`src/rtl/uart_core_param.sv`:
```
// Parametrised UART transceiver: fractional NCO 16x tick, TX/RX FSMs, sticky errors, RX buffer.
// Define UART_RX_FIFO_EN for an RX_DEPTH-entry FIFO; otherwise RX uses a single holding register.
module uart_core_param #(
    parameter int DATA_BITS  = 8,
    parameter int PARITY     = 0,
    parameter int STOP_BITS  = 1,
    parameter int BAUD_ACC_W = 16,
    parameter int RX_DEPTH   = 4
) (
    input  logic                  clk,
    input  logic                  rst_n,
    input  logic [BAUD_ACC_W-1:0] baud_inc,
    input  logic [DATA_BITS-1:0]  tx_data,
    input  logic                  tx_valid,
    output logic                  tx_ready,
    output logic                  TXD,
    input  logic                  RXD,
    output logic [DATA_BITS-1:0]  rx_data,
    output logic                  rx_valid,
    input  logic                  rx_ready,
    input  logic                  err_clr,
    output logic                  framing_error,
    output logic                  parity_error,
    output logic                  overrun_error
);
    localparam logic       HAS_PARITY = (PARITY != 0);
    localparam logic       ODD_PARITY = (PARITY == 2);
    localparam logic [3:0] LAST_DATA  = 4'(DATA_BITS - 1);
    localparam logic [3:0] LAST_STOP  = 4'(STOP_BITS - 1);

    typedef enum logic [2:0] {ST_IDLE, ST_START, ST_DATA, ST_PARITY, ST_STOP} state_t;

    function automatic logic calc_parity(input logic [DATA_BITS-1:0] d);
        return (^d) ^ ODD_PARITY;
    endfunction

    logic [BAUD_ACC_W-1:0] acc_r;
    logic [BAUD_ACC_W:0]   acc_sum_s;
    logic                  tick_r;

    assign acc_sum_s = {1'b0, acc_r} + {1'b0, baud_inc};

    // NCO accumulator; its carry out is the 16x oversample tick
    always_ff @(posedge clk or negedge rst_n) begin
        if (!rst_n) begin
            acc_r  <= '0;
            tick_r <= 1'b0;
        end else begin
            acc_r  <= acc_sum_s[BAUD_ACC_W-1:0];
            tick_r <= acc_sum_s[BAUD_ACC_W];
        end
    end

    // ---------------- transmitter ----------------
    state_t               tx_state_r, tx_state_nxt_s;
    logic [3:0]           tx_tick_r, tx_tick_nxt_s;
    logic [3:0]           tx_bit_r, tx_bit_nxt_s;
    logic [DATA_BITS-1:0] tx_buf_r, tx_buf_nxt_s;
    logic                 tx_par_r, tx_par_nxt_s;
    logic                 txd_r, txd_nxt_s;
    logic                 tx_ready_r;
    logic                 tx_bit_end_s;

    assign tx_bit_end_s = tick_r && (tx_tick_r == 4'd15);

    // TX next state; the data buffer shifts right so bit 0 is always the bit on the line
    always_comb begin
        tx_state_nxt_s = tx_state_r;
        tx_bit_nxt_s   = tx_bit_r;
        tx_buf_nxt_s   = tx_buf_r;
        tx_par_nxt_s   = tx_par_r;
        if (tick_r) begin
            tx_tick_nxt_s = tx_tick_r + 4'd1;
        end else begin
            tx_tick_nxt_s = tx_tick_r;
        end
        case (tx_state_r)
            ST_IDLE: begin
                tx_tick_nxt_s = 4'd0;
                tx_bit_nxt_s  = 4'd0;
                if (tx_valid && tx_ready_r) begin
                    tx_state_nxt_s = ST_START;
                    tx_buf_nxt_s   = tx_data;
                    tx_par_nxt_s   = calc_parity(tx_data);
                end else begin
                    tx_state_nxt_s = ST_IDLE;
                end
            end
            ST_START: begin
                if (tx_bit_end_s) begin
                    tx_state_nxt_s = ST_DATA;
                end else begin
                    tx_state_nxt_s = ST_START;
                end
            end
            ST_DATA: begin
                if (tx_bit_end_s) begin
                    tx_buf_nxt_s = tx_buf_r >> 1;
                    if (tx_bit_r == LAST_DATA) begin
                        tx_bit_nxt_s   = 4'd0;
                        tx_state_nxt_s = HAS_PARITY ? ST_PARITY : ST_STOP;
                    end else begin
                        tx_bit_nxt_s = tx_bit_r + 4'd1;
                    end
                end else begin
                    tx_state_nxt_s = ST_DATA;
                end
            end
            ST_PARITY: begin
                if (tx_bit_end_s) begin
                    tx_state_nxt_s = ST_STOP;
                end else begin
                    tx_state_nxt_s = ST_PARITY;
                end
            end
            ST_STOP: begin
                if (tx_bit_end_s) begin
                    if (tx_bit_r == LAST_STOP) begin
                        tx_bit_nxt_s   = 4'd0;
                        tx_state_nxt_s = ST_IDLE;
                    end else begin
                        tx_bit_nxt_s = tx_bit_r + 4'd1;
                    end
                end else begin
                    tx_state_nxt_s = ST_STOP;
                end
            end
            default: tx_state_nxt_s = ST_IDLE;
        endcase
        case (tx_state_nxt_s)
            ST_START:  txd_nxt_s = 1'b0;
            ST_DATA:   txd_nxt_s = tx_buf_nxt_s[0];
            ST_PARITY: txd_nxt_s = tx_par_nxt_s;
            default:   txd_nxt_s = 1'b1;
        endcase
    end

    // TX state and registered line/ready outputs
    always_ff @(posedge clk or negedge rst_n) begin
        if (!rst_n) begin
            tx_state_r <= ST_IDLE;
            tx_tick_r  <= 4'd0;
            tx_bit_r   <= 4'd0;
            tx_buf_r   <= '0;
            tx_par_r   <= 1'b0;
            txd_r      <= 1'b1;
            tx_ready_r <= 1'b1;
        end else begin
            tx_state_r <= tx_state_nxt_s;
            tx_tick_r  <= tx_tick_nxt_s;
            tx_bit_r   <= tx_bit_nxt_s;
            tx_buf_r   <= tx_buf_nxt_s;
            tx_par_r   <= tx_par_nxt_s;
            txd_r      <= txd_nxt_s;
            tx_ready_r <= (tx_state_nxt_s == ST_IDLE);
        end
    end

    // ---------------- receiver ----------------
    logic                 rxd_meta_r, rxd_sync_r, rxd_prev_r;
    state_t               rx_state_r, rx_state_nxt_s;
    logic [3:0]           rx_tick_r, rx_tick_nxt_s;
    logic [3:0]           rx_bit_r, rx_bit_nxt_s;
    logic [DATA_BITS-1:0] rx_shift_r, rx_shift_nxt_s;
    logic                 rx_par_r, rx_par_nxt_s;
    logic                 rx_sample_s, frame_done_s;

    assign rx_sample_s = tick_r && (rx_tick_r == 4'd15);

    // RX next state; START re-centres the tick counter on mid-bit after the glitch check
    always_comb begin
        rx_state_nxt_s = rx_state_r;
        rx_bit_nxt_s   = rx_bit_r;
        rx_shift_nxt_s = rx_shift_r;
        rx_par_nxt_s   = rx_par_r;
        frame_done_s   = 1'b0;
        if (tick_r) begin
            rx_tick_nxt_s = rx_tick_r + 4'd1;
        end else begin
            rx_tick_nxt_s = rx_tick_r;
        end
        case (rx_state_r)
            ST_IDLE: begin
                rx_tick_nxt_s = 4'd0;
                rx_bit_nxt_s  = 4'd0;
                if (rxd_prev_r && !rxd_sync_r) begin
                    rx_state_nxt_s = ST_START;
                end else begin
                    rx_state_nxt_s = ST_IDLE;
                end
            end
            ST_START: begin
                if (tick_r && (rx_tick_r == 4'd7)) begin
                    rx_tick_nxt_s  = 4'd0;
                    rx_state_nxt_s = rxd_sync_r ? ST_IDLE : ST_DATA;
                end else begin
                    rx_state_nxt_s = ST_START;
                end
            end
            ST_DATA: begin
                if (rx_sample_s) begin
                    rx_shift_nxt_s = {rxd_sync_r, rx_shift_r[DATA_BITS-1:1]};
                    if (rx_bit_r == LAST_DATA) begin
                        rx_bit_nxt_s   = 4'd0;
                        rx_state_nxt_s = HAS_PARITY ? ST_PARITY : ST_STOP;
                    end else begin
                        rx_bit_nxt_s = rx_bit_r + 4'd1;
                    end
                end else begin
                    rx_state_nxt_s = ST_DATA;
                end
            end
            ST_PARITY: begin
                if (rx_sample_s) begin
                    rx_par_nxt_s   = rxd_sync_r;
                    rx_state_nxt_s = ST_STOP;
                end else begin
                    rx_state_nxt_s = ST_PARITY;
                end
            end
            ST_STOP: begin
                if (rx_sample_s) begin
                    frame_done_s   = 1'b1;
                    rx_state_nxt_s = ST_IDLE;
                end else begin
                    rx_state_nxt_s = ST_STOP;
                end
            end
            default: rx_state_nxt_s = ST_IDLE;
        endcase
    end

    // RXD synchroniser, edge history and RX state
    always_ff @(posedge clk or negedge rst_n) begin
        if (!rst_n) begin
            rxd_meta_r <= 1'b1;
            rxd_sync_r <= 1'b1;
            rxd_prev_r <= 1'b1;
            rx_state_r <= ST_IDLE;
            rx_tick_r  <= 4'd0;
            rx_bit_r   <= 4'd0;
            rx_shift_r <= '0;
            rx_par_r   <= 1'b0;
        end else begin
            rxd_meta_r <= RXD;
            rxd_sync_r <= rxd_meta_r;
            rxd_prev_r <= rxd_sync_r;
            rx_state_r <= rx_state_nxt_s;
            rx_tick_r  <= rx_tick_nxt_s;
            rx_bit_r   <= rx_bit_nxt_s;
            rx_shift_r <= rx_shift_nxt_s;
            rx_par_r   <= rx_par_nxt_s;
        end
    end

    // ---------------- RX buffer and error flags ----------------
    logic                 rx_valid_r;
    logic [DATA_BITS-1:0] rx_data_r;
    logic                 full_s, pop_s, push_req_s, push_s;
    logic                 framing_set_s, parity_set_s, overrun_set_s;
    logic                 framing_r, parity_r, overrun_r;

    assign pop_s         = rx_valid_r && rx_ready;
    assign push_req_s    = frame_done_s && rxd_sync_r;
    assign push_s        = push_req_s && (!full_s || pop_s);
    assign framing_set_s = frame_done_s && !rxd_sync_r;
    assign parity_set_s  = push_req_s && HAS_PARITY && (rx_par_r != calc_parity(rx_shift_r));
    assign overrun_set_s = push_req_s && full_s && !pop_s;

`ifdef UART_RX_FIFO_EN
    localparam int               PTR_W   = $clog2(RX_DEPTH);
    localparam logic [PTR_W:0]   DEPTH_C = (PTR_W + 1)'(RX_DEPTH);
    localparam logic [PTR_W:0]   CNT_ONE = (PTR_W + 1)'(1);
    localparam logic [PTR_W-1:0] PTR_ONE = PTR_W'(1);

    logic [DATA_BITS-1:0] mem_r [RX_DEPTH];
    logic [PTR_W-1:0]     wr_ptr_r, rd_ptr_r, rd_ptr_nxt_s;
    logic [PTR_W:0]       count_r, count_nxt_s, count_after_pop_s;
    logic [DATA_BITS-1:0] head_s;

    assign full_s = (count_r == DEPTH_C);

    // Next occupancy and the value that becomes the registered head of queue
    always_comb begin
        if (pop_s) begin
            rd_ptr_nxt_s      = rd_ptr_r + PTR_ONE;
            count_after_pop_s = count_r - CNT_ONE;
        end else begin
            rd_ptr_nxt_s      = rd_ptr_r;
            count_after_pop_s = count_r;
        end
        if (push_s) begin
            count_nxt_s = count_after_pop_s + CNT_ONE;
        end else begin
            count_nxt_s = count_after_pop_s;
        end
        if (push_s && (count_after_pop_s == '0)) begin
            head_s = rx_shift_r;
        end else begin
            head_s = mem_r[rd_ptr_nxt_s];
        end
    end

    // FIFO storage, pointers and registered head
    always_ff @(posedge clk or negedge rst_n) begin
        if (!rst_n) begin
            for (int i = 0; i < RX_DEPTH; i++) begin
                mem_r[i] <= '0;
            end
            wr_ptr_r   <= '0;
            rd_ptr_r   <= '0;
            count_r    <= '0;
            rx_valid_r <= 1'b0;
            rx_data_r  <= '0;
        end else begin
            if (push_s) begin
                mem_r[wr_ptr_r] <= rx_shift_r;
                wr_ptr_r        <= wr_ptr_r + PTR_ONE;
            end else begin
                wr_ptr_r <= wr_ptr_r;
            end
            rd_ptr_r   <= rd_ptr_nxt_s;
            count_r    <= count_nxt_s;
            rx_valid_r <= (count_nxt_s != '0);
            rx_data_r  <= (count_nxt_s != '0) ? head_s : rx_data_r;
        end
    end
`else
    assign full_s = rx_valid_r;

    // Single holding register; a pop frees it in the same cycle a new frame lands
    always_ff @(posedge clk or negedge rst_n) begin
        if (!rst_n) begin
            rx_valid_r <= 1'b0;
            rx_data_r  <= '0;
        end else if (push_s) begin
            rx_valid_r <= 1'b1;
            rx_data_r  <= rx_shift_r;
        end else if (pop_s) begin
            rx_valid_r <= 1'b0;
        end else begin
            rx_valid_r <= rx_valid_r;
        end
    end
`endif

    // Sticky error flags; a new event outranks a simultaneous clear
    always_ff @(posedge clk or negedge rst_n) begin
        if (!rst_n) begin
            framing_r <= 1'b0;
            parity_r  <= 1'b0;
            overrun_r <= 1'b0;
        end else begin
            framing_r <= framing_set_s | (framing_r & ~err_clr);
            parity_r  <= parity_set_s  | (parity_r  & ~err_clr);
            overrun_r <= overrun_set_s | (overrun_r & ~err_clr);
        end
    end

    assign tx_ready      = tx_ready_r;
    assign TXD           = txd_r;
    assign rx_data       = rx_data_r;
    assign rx_valid      = rx_valid_r;
    assign framing_error = framing_r;
    assign parity_error  = parity_r;
    assign overrun_error = overrun_r;
endmodule

```
`config.mk`:
```
export PLATFORM = sky130hd
export DESIGN_NAME = uart_core_param
export DESIGN_NICKNAME = d
export VERILOG_FILES = /design/src/rtl/uart_core_param.sv
export SDC_FILE = /design/constraint.sdc
export NUM_CORES = 1
export LEC_CHECK = 0
export ABC_AREA = 1
export BUFFER_PORTS_ARGS = -buffer_cell sky130_fd_sc_hd__buf_4
export CAP_MARGIN = 10
export CORE_MARGIN = 2
export CORE_UTILIZATION = 35
export DETAILED_ROUTE_END_ITERATION = 16
export GPL_TIMING_DRIVEN = 0
export SYNTH_ARGS = -nofsm -noshare
export SYNTH_HDL_FRONTEND = slang
export SYNTH_SLANG_ARGS = --single-unit
```
`constraint.sdc`:
```
create_clock -name clk -period 2.2 [get_ports clk]
set_input_delay 0.33 -clock clk [delete_from_list [all_inputs] [get_ports clk]]
set_output_delay 0.33 -clock clk [all_outputs]
set_load 0.02 [all_outputs]
```
==> results.sh <==
export IMPL_vias_per_cell=4.79
export IMPL_wl_met1_um=3780
export IMPL_r2r_start="acc_r[0]$_DFF_PN0_"
export IMPL_synthCells=483
export IMPL_preCtsSetupSlack_ns=0.280
export IMPL_clock_path_buffers=2
export IMPL_routedWlPerCell_um=11.7
export IMPL_gp_routability_congestion=0.821
export IMPL_diodes=0
export IMPL_drc_errors=0
export IMPL_design_area_mm2=0.00481
export IMPL_final_cell_mix="nand2_1, dfrtp_1, inv_1"
export IMPL_die_area_mm2=0.0123
export IMPL_drtIter0Drc=111
export IMPL_fmax_mhz=547
export IMPL_worst_skew_pair_late_latency_ns=0.34
export IMPL_place_area_mm2=0.00448
export IMPL_wl_um=7960
export IMPL_timing_clock_skew_ns=0.00976
export IMPL_fp_row_count=38
export IMPL_cts_tree="built"
export IMPL_num_vias=3266
export IMPL_reg2reg_slack_ns=0.37
export IMPL_path_class="register to register"
export IMPL_antenna_found_initial=0
export IMPL_fin_crit_sh_pct=83.1
export IMPL_final_hold_viol_count=0
export IMPL_grtUsageTotal_pct=13.9
export IMPL_clk_pin_slew_ns=0.06
export IMPL_hp_class="primary input to async pin"
export IMPL_first_global_vias=3227
export IMPL_firstDrtPassIters=4
export IMPL_reg2reg_depth=10
export IMPL_final_util_pct=43.8
export IMPL_holdBufCountCts=0
export IMPL_crit_path_max_fanout=3
export IMPL_netlist_area_mm2=0.00399
export IMPL_top_layer_used="met4"
export IMPL_start_util_pct=36.3
export IMPL_htree_levels=3
export IMPL_crit_slowest_cell="fa_1"
export IMPL_areaGrowthSynthToFinish_pct=20.7
export IMPL_final_nets=589
export IMPL_yosysWarnings=0
export IMPL_grt_max_degree=74
export IMPL_yosysSeqAreaShare_pct=46.0
export IMPL_rsz0062_at_grt="no"
export IMPL_clock_sinks=73
export IMPL_wl_met3_um=249
export IMPL_setup_worst_path_start_class="register"
export IMPL_r2r_end="tick_r$_DFF_PN0_"
export IMPL_dp_hpwl_um=5980
export IMPL_arrival_ns=2.10
export IMPL_timing_final_ws_setup_ns=0.371
export IMPL_worstPathRequired_ns=2.47
export IMPL_leakagePower_nw=2.47
export IMPL_tns_ns=0
export IMPL_cts_inserted_buffers=9
export IMPL_synth_nets=535
export IMPL_numPortBuffers=43
export IMPL_tightest_slew_ns=0.911
export IMPL_p_per_area_mw_per_mm2=1140
export IMPL_slew_limit_headroom_pct=39.3
export IMPL_design_core_area_mm2=0.0110
export IMPL_grt_pass1_wl_um=14100
export IMPL_timing_critical_path_mode_cell="nand2_1"
export IMPL_drv_cap=0
export IMPL_die_h_um=111
export IMPL_ir_drop_mv=0.529
export IMPL_ioPinCount=44
export IMPL_maxSlewViolCount=0
export IMPL_syn_area_per_cell_um2=8.25
export IMPL_layout_drive_gt1_share_pct=17.5
export IMPL_end_kind="register"
export IMPL_cts_root_buf="clkbuf_16"
export IMPL_ys_ff_latch=73
export IMPL_cts_resized=0
export IMPL_grt_ovfl_total=0
export IMPL_report_final_setup_viol=0
export IMPL_ys_types=40
export IMPL_crit_chain="ha_1 -> inv_1 -> fa_1 -> o21ai_2 -> nand2_1 -> nand2_1 -> nand3_1 -> nand2_1 -> nand3_1 -> nand2_1"
export IMPL_slowest_delay_ns=0.44
export IMPL_fin_total_pwr_w=0.00547
export IMPL_cts_setup_buffers=0
export IMPL_period_needed_ns=1.83
export IMPL_mostFrequentLayoutCell="nand2_1"
export IMPL_wl_met2_um=3840
export IMPL_status="complete, no violations"
export IMPL_drtAntennaViolNets=0
export IMPL_die_x_um=111
## state kept, by name, indices dropped and copies added, names as in the netlist, 3 cells and up
signal and count:
acc_r 16, rx_bit_r 4, rx_data 8, rx_shift_r 8, rx_state_r 3, rx_tick_r 4, tx_bit_r 4, tx_buf_r 8
tx_state_r 3, tx_tick_r 4
## how the worst max path moves through the flow
| stage | from | endpoint | depth (start not counted) |
|---|---|---|---|
| floorplan | baud_inc[0] | tick_r$_DFF_PN0_ | 10 |
| global placement | baud_inc[0] | tick_r$_DFF_PN0_ | 11 |
| detailed placement | baud_inc[0] | tick_r$_DFF_PN0_ | 11 |
| CTS | acc_r[0]$_DFF_PN0_ | tick_r$_DFF_PN0_ | 10 |
| global route | acc_r[0]$_DFF_PN0_ | tick_r$_DFF_PN0_ | 10 |
| finish | acc_r[0]$_DFF_PN0_ | tick_r$_DFF_PN0_ | 10 |
## cells by family after synthesis
group / Yosys count / synth area share, %
flip-flops: 73 / 46.0
adder cells (fa/ha/maj): 22 / 7.10
buffers and inverters: 72 / 7.06
AO/OA/AOI/OAI: 79 / 12.5
AND/OR/NAND/NOR: 221 / 23.7
multiplexers: 2 / 0.565
XOR/XNOR: 14 / 3.08
## area by class of cell
type / instances / area, um2
clock inverter: 7 / 101
multi-input combinational: 338 / 1870
tap: 140 / 175
sequential: 73 / 1830
clock buffer: 9 / 225
timing repair buffer: 43 / 323
inverter: 68 / 255
buffer: 4 / 26.3
fill: 1090 / 6170
## per-stage QoR
stage / std cells / hold WS, ns
floorplan: 483 / 0.0344
global placement: 666 / 0.348
detailed placement: 666 / 0.355
CTS: 682 / 0.0874
global route: 682 / 0.0867
finish: 682 / 0.0987
## worst max-delay path, delay by kind of cell (launching register included)
| kind | cells | cell delay [ns] |
|---|---|---|
| buffers and inverters | 1 | 0.07 |
| adders and majority gates | 2 | 0.60 |
| and+or+nand+nor | 6 | 0.52 |
| AOI/OAI and AO/OA | 1 | 0.24 |
| DFF | 1 | 0.33 |
## cells in the mapped netlist, drive strengths merged
master | number | area [um2]
a21o | 1 | 7.51
nand3 | 28 | 140
and3 | 1 | 6.26
nor3 | 3 | 15.0
a21oi | 25 | 129
a211oi | 1 | 7.51
o22ai | 3 | 18.8
o21bai | 2 | 15.0
nand4 | 8 | 62.6
a22oi | 1 | 7.51
inv | 68 | 255
nor3b | 1 | 7.51
o211ai | 3 | 27.5
a31oi | 2 | 12.5
nand2 | 126 | 483
buf | 4 | 26.3
dfrtp | 68 | 1700
dfstp | 5 | 131
nor2 | 51 | 209
fa | 1 | 20.0
o32ai | 1 | 8.76
o21ai | 31 | 189
or2 | 1 | 6.26
o221ai | 6 | 52.6
xor2 | 11 | 96.3
xnor2 | 3 | 26.3
nand3b | 2 | 15.0
a21boi | 3 | 22.5
mux2 | 2 | 22.5
ha | 21 | 263
## power by group
| part | switching [W] | total, W | internal [W] |
|---|---|---|---|
| logic | 0.00121 | 0.00198 | 0.000773 |
| clock network | 0.000594 | 0.00160 | 0.00100 |
| registers | 0.000183 | 0.00189 | 0.00171 |
| total | 0.00199 | 0.00547 | 0.00349 |
## metal layers
metal,track usage [%],up-vias
li1,-,1683
met1,17.5,1539
met2,23.1,38
met3,3.83,6
met4,4.33,0
met5,0,-
(Power assumes the default switching activity.)
